==> config.mk <==
export PLATFORM = sky130hd
export DESIGN_NAME = sync_divider_nx
export DESIGN_NICKNAME = d
export VERILOG_FILES = /design/src/rtl/sync_divider_nx.sv
export SDC_FILE = /design/constraint.sdc
export NUM_CORES = 1
export LEC_CHECK = 0
export BUFFER_PORTS_ARGS = -buffer_cell sky130_fd_sc_hd__buf_2
export CAP_MARGIN = 0
export CORE_MARGIN = 5
export CORE_UTILIZATION = 58
export CTS_BUF_LIST = sky130_fd_sc_hd__clkbuf_16
export DETAILED_ROUTE_END_ITERATION = 10
export GPL_TIMING_DRIVEN = 0
export MAX_ROUTING_LAYER = met4
export PLACE_DENSITY = 0.82
export SLEW_MARGIN = 20
export SYNTH_ARGS = -nofsm -noshare
export SYNTH_HDL_FRONTEND = slang
export SYNTH_SLANG_ARGS = --single-unit
==> constraint.sdc <==
create_clock -name clk -period 5.35 [get_ports clk]
set_clock_uncertainty 0.1 [all_clocks]
set_input_delay 0 -clock clk [delete_from_list [all_inputs] [get_ports clk]]
set_output_delay 0 -clock clk [all_outputs]
set_load 0.01 [all_outputs]
==> src/rtl/sync_divider_nx.sv <==
// Unsigned restoring divider: one quotient bit per clock,
// registered quotient/remainder with a single-cycle done pulse.
module sync_divider_nx #(
  parameter int N = 4
) (
  input  logic         clk,
  input  logic         res,
  input  logic         start,
  input  logic [N-1:0] dividend,
  input  logic [N-1:0] divisor,
  output logic [N-1:0] quotient,
  output logic [N-1:0] remainder,
  output logic         busy,
  output logic         done,
  output logic         div_zero
);

  typedef enum logic {
    IDLE,
    RUN
  } state_t;

  localparam int CW = (N > 2) ? $clog2(N) : 1;
  localparam logic [CW-1:0] LAST = CW'(N - 1);

  state_t state_q, state_d;

  logic [CW-1:0] cnt_q, cnt_d;
  logic [N:0]    r_q, r_d;
  logic [N-1:0]  w_q, w_d;
  logic [N-1:0]  dv_q, dv_d;
  logic [N-1:0]  quo_q, quo_d;
  logic [N-1:0]  rem_q, rem_d;
  logic          busy_q, busy_d;
  logic          done_q, done_d;
  logic          dz_q, dz_d;

  // One restoring step; R carries an extra bit so the shifted value
  // (always < 2*D) never overflows the compare.
  logic [N:0]   shl_r;
  logic [N:0]   dv_ext;
  logic [N:0]   diff_r;
  logic         fits;
  logic [N:0]   step_r;
  logic [N-1:0] step_w;

  always_comb begin
    shl_r  = {r_q[N-1:0], w_q[N-1]};
    dv_ext = {1'b0, dv_q};
    diff_r = shl_r - dv_ext;
    fits   = (shl_r >= dv_ext);
    step_r = fits ? diff_r : shl_r;
    step_w = {w_q[N-2:0], fits};
  end

  always_comb begin
    state_d = state_q;
    cnt_d   = cnt_q;
    r_d     = r_q;
    w_d     = w_q;
    dv_d    = dv_q;
    quo_d   = quo_q;
    rem_d   = rem_q;
    busy_d  = busy_q;
    done_d  = 1'b0;
    dz_d    = dz_q;
    unique case (state_q)
      IDLE: begin
        if (start) begin
          if (divisor != '0) begin
            r_d     = '0;
            w_d     = dividend;
            dv_d    = divisor;
            cnt_d   = '0;
            busy_d  = 1'b1;
            state_d = RUN;
          end else begin
            quo_d  = '1;
            rem_d  = dividend;
            dz_d   = 1'b1;
            done_d = 1'b1;
          end
        end
      end
      RUN: begin
        r_d   = step_r;
        w_d   = step_w;
        cnt_d = cnt_q + 1'b1;
        if (cnt_q == LAST) begin
          quo_d   = step_w;
          rem_d   = step_r[N-1:0];
          dz_d    = 1'b0;
          done_d  = 1'b1;
          busy_d  = 1'b0;
          cnt_d   = '0;
          state_d = IDLE;
        end
      end
      default: state_d = IDLE;
    endcase
  end

  always_ff @(posedge clk) begin
    if (res) begin
      state_q <= IDLE;
      cnt_q   <= '0;
      r_q     <= '0;
      w_q     <= '0;
      dv_q    <= '0;
      quo_q   <= '0;
      rem_q   <= '0;
      busy_q  <= 1'b0;
      done_q  <= 1'b0;
      dz_q    <= 1'b0;
    end else begin
      state_q <= state_d;
      cnt_q   <= cnt_d;
      r_q     <= r_d;
      w_q     <= w_d;
      dv_q    <= dv_d;
      quo_q   <= quo_d;
      rem_q   <= rem_d;
      busy_q  <= busy_d;
      done_q  <= done_d;
      dz_q    <= dz_d;
    end
  end

  assign quotient  = quo_q;
  assign remainder = rem_q;
  assign busy      = busy_q;
  assign done      = done_q;
  assign div_zero  = dz_q;

endmodule

* After elaboration in Yosys (flattened, before gate mapping) *
Index checks and enable logic that the tools add are counted.

storage, ports and cells
  register bits after elaboration = 26
  input bits = 11
  output and inout port bits = 11
  word-level logic and storage cells = 58

cells by class
  add/sub/neg operators = 2
  order comparisons = 1
  eq/ne operators = 5
  muxes and demuxes = 34
  bitwise gates (word level) = 1
  reduce and logical (&&, ||, !) cells = 5

operators with widths
  operator                                                                  number
  4-bit 2-to-1 mux                                                          11
  4-bit one-hot mux with 2 select lines                                     4
  1-bit 2-to-1 mux                                                          11
  3-bit AND reduction                                                       3
  1-bit one-hot mux with 2 select lines                                     4
  2-bit 2-to-1 mux                                                          3
  2-bit inequality test (second input constant)                             3
  5-bit by 4-bit greater-or-equal comparator with 1-bit output              1
  2-bit one-hot mux with 2 select lines                                     1
  4-bit nonzero test                                                        1
  4-bit subtractor                                                          1
  2-bit by 1-bit adder with 2-bit output (second input constant)            1
  2-bit == test (second input constant)                                     1
  2-bit by 1-bit inequality test with 1-bit output (second input constant)  1
  2-bit AND reduction                                                       1
  1-bit inverter                                                            1

* Longest topological paths before layout *
  depth after elaboration = 4
  mapped depth = 7
  gate-level depth less buffers = 7

* Least setup slack after synthesis *
OpenSTA, ideal clock, no wires.

  path kind = reg2reg
  start point = register w_q[3]
  end point = register rem_q[0] (netlist: remainder[0])
  setup time = 0.091 ns
  data arrival time = 1.791 ns
  required time = 5.159 ns
  path slack = 3.368 ns
  cell stages (with the launch flop) = 8
  path buffers = 0
  clock period less this slack = 1.982 ns
  cell sequence = dfxtp_1 -> inv_1 -> ha_1 -> nand2b_1 -> nand2_1 -> a22oi_1 -> mux2_2 -> a311oi_1

on the way
  cells in the longest elaborated chain, start to end = 4
  elaborated cells between the ends (all ways) = 5
  those cells by class = add/sub: 1; order compare: 1; mux: 3

ends and longest elaborated chain
  element                                                                                                  RTL line  RTL
  start, declared                                                                                          30        logic [N-1:0] w_q, w_d;
  start signal, assigned                                                                                   119       w_q <= w_d;
  4-bit subtractor / 5-bit by 4-bit greater-or-equal comparator with 1-bit output (equally long branches)  50, 51
  4-bit 2-to-1 mux *                                                                                       52        step_r = fits ? diff_r : shl_r;
  4-bit 2-to-1 mux *                                                                                       89        if (cnt_q == LAST) begin
  4-bit one-hot mux with 2 select lines *                                                                  67        unique case (state_q)
  end signal, assigned                                                                                     122       rem_q <= rem_d;
  end, declared                                                                                            33        logic [N-1:0] rem_q, rem_d;

Every way passes the cells marked *; elsewhere a longest branch is shown, timed or not. The select of a mux whose other input is x is not followed.
A chain may end at the register's enable or synchronous reset.

* Final worst setup path *
Same ends and word-level chain as after synthesis.

==> metrics.md <==
| Metric | Value |
|---|---|
| Min-Delay Endpoint | `w_q[1]` |
| Post-Syn Instances | `141` |
| Vias/cell | `5.98` |
| Internal Pwr Total | `340 uW` |
| Final period util | `0.414` |
| Nets@finish | `190` |
| Hold_buf cts | `7` |
| Ys Warns | `0` |
| Number of setup buffers added after CTS | `0` |
| Clock Power Share | `0.357` |
| Syn Area/Cell | `8.81 um2` |
| Post-Synth XOR/XNOR Area | `0.00705` |
| Critical path endpoint category | `register` |
| Critical path class | `reg -> reg` |
| Die Wd | `56.3 um` |
| Worst relative slew slack | `0.568` |
| Post-synthesis compound-gate area fraction | `0.202` |
| Full die area | `0.00317 mm2` |
| Total CTS buffers | `3` |
| Core Area | `0.00200 mm2` |
| CP max-delay cell | `a22oi_1` |
| Layout cells sized above 1 | `0.186` |
| Final setup vio count | `0` |
| Remaining antenna violation count | `0` |
| Maximum operating frequency | `0.452 GHz` |
| Post-Layout Inst Area | `0.00153 mm2` |
| Top cell type's share of synthesized area | `0.419` |
| CP max stage delay | `0.46 ns` |
| Drt drc | `0` |
| Wire per inst | `16.0 um` |
| Pre-CTS setup slack | `3.11 ns` |
| Worst r2r src | `w_q[3]` |
| Metal3 WL | `194 um` |
| First DRT Iteration DRCs | `57` |
| Clk sink count | `26` |
| DP Wirelength | `2280 um` |
| Initial DRT Pass Iterations | `4` |
| Largest family of logic cells by synthesized area | `simple AND/OR/NAND/NOR gates` |
| Setup TNS | `0 ns` |
| First-pass GRT wire length | `5530 um` |
| Clock Path Buffers | `2` |
| Seq pwr share | `0.460` |
| Design Power | `461 uW` |
| Fin crit period | `2.21 ns` |
| Net Sw Frac | `0.262` |
| Crit-path max FO | `5` |
| Cell with the most instances after synthesis | `dfxtp_1` |
| Die Y | `56.3 um` |
| PortBufs | `20` |
| CTS root buf | `clkbuf_16` |
| Met2 wire len | `1580 um` |
| PwrDens | `302 mW/mm2` |
| Hold Path Class | `in -> reg` |
| Synth Area in Adders | `0.0665` |
| CTS tree | `yes` |
| Worst EP required | `5.42 ns` |
| Worst Min Path Start | `dividend[1]` |
| Vias in the first global route | `1234` |
| Commonest cells post-synth | `dfxtp_1, nor2_1, nand2_1` |
| Post-synth cell types | `38` |
| Initial Util | `0.621` |
| Cell type with the highest aggregate area in the netlist | `dfxtp_1` |
| Gr ovfl total | `0` |
| RR Endpoint | `remainder[0]` |
| Syn nets | `158` |
| Initial antenna violation count | `1` |
| Cell area after synthesis | `0.00124 mm2` |
| Number of enable flip-flop cells after synthesis | `0` |
| Fillers | `141` |
| RSZ-0062 raised after global routing | `no` |
| Status | `complete, no violations` |
| Io pins | `22` |
| Clk_lat worst skew | `0.26 ns` |
| MaxCap Viol Count | `0` |
| P_leak | `0.651 nW` |
| Worst EP arrival | `2.28 ns` |
| Critical-path cell list | `inv_1 -> ha_1 -> nand2b_1 -> nand2_1 -> a22oi_1 -> mux2_2 -> a311oi_1` |
| Sequential area share after synthesis | `0.419` |
| Depth of the most critical reg-to-reg path | `7` |
| Startpoint types | `register` |
| Number of synthesized register bits | `26` |
| Combinational Power Share | `0.183` |
| Routed met1 length | `1310 um` |
| Worst VDD drop | `330 uV` |
| Simple-Gate Fraction of Synth Area | `0.225` |
| Hold depth | `3` |
| Largest net degree at the start of global routing | `15` |
| H-tree levels | `1` |
| Top sig layer | `met4` |
| Final Core Density | `0.763` |
| Cell Rows | `16` |
| Routed WL | `3190 um` |
| Worst-path clk slew | `0.06 ns` |
| Main synth FF type | `dfxtp_1` |
| Worst-margin pin slew | `0.647 ns` |
| Max Slew Vio Count | `0` |
| Post-cts resize count | `0` |
| Area contributors post-synth | `dfxtp_1, nor2_1, ha_1, a311oi_1, nand2_1` |
| Post-DP Area | `0.00138 mm2` |
| Area delta synth->final | `23.0%` |
| Gpl congestion | `0.837` |
| Mux cell area share after synthesis | `0.0332` |
| DR vias | `1196` |
| GRT Total Usage | `0.224` |
| Final critical-path setup slack | `3.14 ns` |
| Final hold viol count | `0` |
| R2R Setup Slk | `3.14 ns` |
| Switching power | `121 uW` |
| Synth async-reset ratio | `0` |
==> state kept, by name, indices dropped and copies added (netlist names) <==
signal / cells
w_q: 4
dv_q: 4
r_q: 4
busy: 1
cnt_q: 2
remainder: 4
done: 1
div_zero: 1
quotient: 4
state_q: 1
==> power groups by stage <==
stage / logic (mW) / clock network (mW) / registers [mW]
2_1_floorplan: 0.0572 / 0 / 0.215
3_3_place_gp: 0.0754 / 0 / 0.215
3_5_place_dp: 0.0787 / 0 / 0.216
4_1_cts: 0.0834 / 0.165 / 0.212
5_1_grt: 0.0947 / 0.174 / 0.213
6_report: 0.0845 / 0.165 / 0.212
==> cell type report <==
cell class                      instances  area, um2  area share
Multi-Input combinational cell        100        663       0.434
Sequential cell                        26        520       0.341
Antenna cell                            1       2.50     0.00164
Tap cell                               27       33.8      0.0221
Buffer                                  6       25.0      0.0164
Timing Repair Buffer                   27        170       0.111
Clock buffer                            3       75.1      0.0491
Clock inverter                          1       3.75     0.00246
Inverter                                9       33.8      0.0221
==> worst max-delay path, delay by kind of cell (launching register included) <==
kind	cells	cell delay (ns)
AO/OA/AOI/OAI	2	0.71
multiplexers	1	0.42
flip-flops	1	0.37
adder cells (fa/ha/maj)	1	0.28
AND/OR/NAND/NOR	2	0.19
buffers and inverters	1	0.06
==> through the flow <==
stage | hold WS, ns | std cells
final | 0.00530 | 200
after global routing | 0.0666 | 200
after CTS | 0.00411 | 199
after detailed placement | 0.178 | 188
after global placement | 0.157 | 188
after floorplan | 0.0472 | 141
==> worst max path at each step <==
stage / slack (ns) / start / endpoint / depth (start not counted)
floorplan: 3.37 / w_q[3] / remainder[0] / 7
global placement: 3.15 / w_q[3] / remainder[0] / 7
detailed placement: 3.11 / w_q[3] / remainder[0] / 7
CTS: 3.10 / w_q[3] / remainder[0] / 7
global route: 2.93 / w_q[3] / remainder[0] / 7
finish: 3.14 / w_q[3] / remainder[0] / 7
==> cells in the final DEF (no fill, tap or decap), types with 5 or more instances in the layout <==
cell type and instances:
dfxtp_1 26, nor2_1 23, buf_2 22, nand2_1 11
inv_1 9, a21oi_1 7, nor3_1 7, dlygate4sd3_1 7
a311oi_1 5, a22oi_1 5, ha_1 5
==> kinds of logic (layout without fill, tap and decap cells) <==
kind of cell / Yosys count / count (layout)
muxes: 4 / 4
adders and majority gates: 6 / 6
DFF: 26 / 26
xor gates and xnor gates: 1 / 1
other: 0 / 1
buffers and inverters: 15 / 46
AOI/OAI and AO/OA: 33 / 33
and+or+nand+nor: 56 / 56
==> per-layer routing <==
metal | up-vias | GRT usage
met2 | 49 | 0.367
met4 | 0 | 0.0881
met1 | 559 | 0.262
met5 | - | -
li1 | 576 | -
met3 | 12 | 0.0573
(Power assumes the default switching activity.)
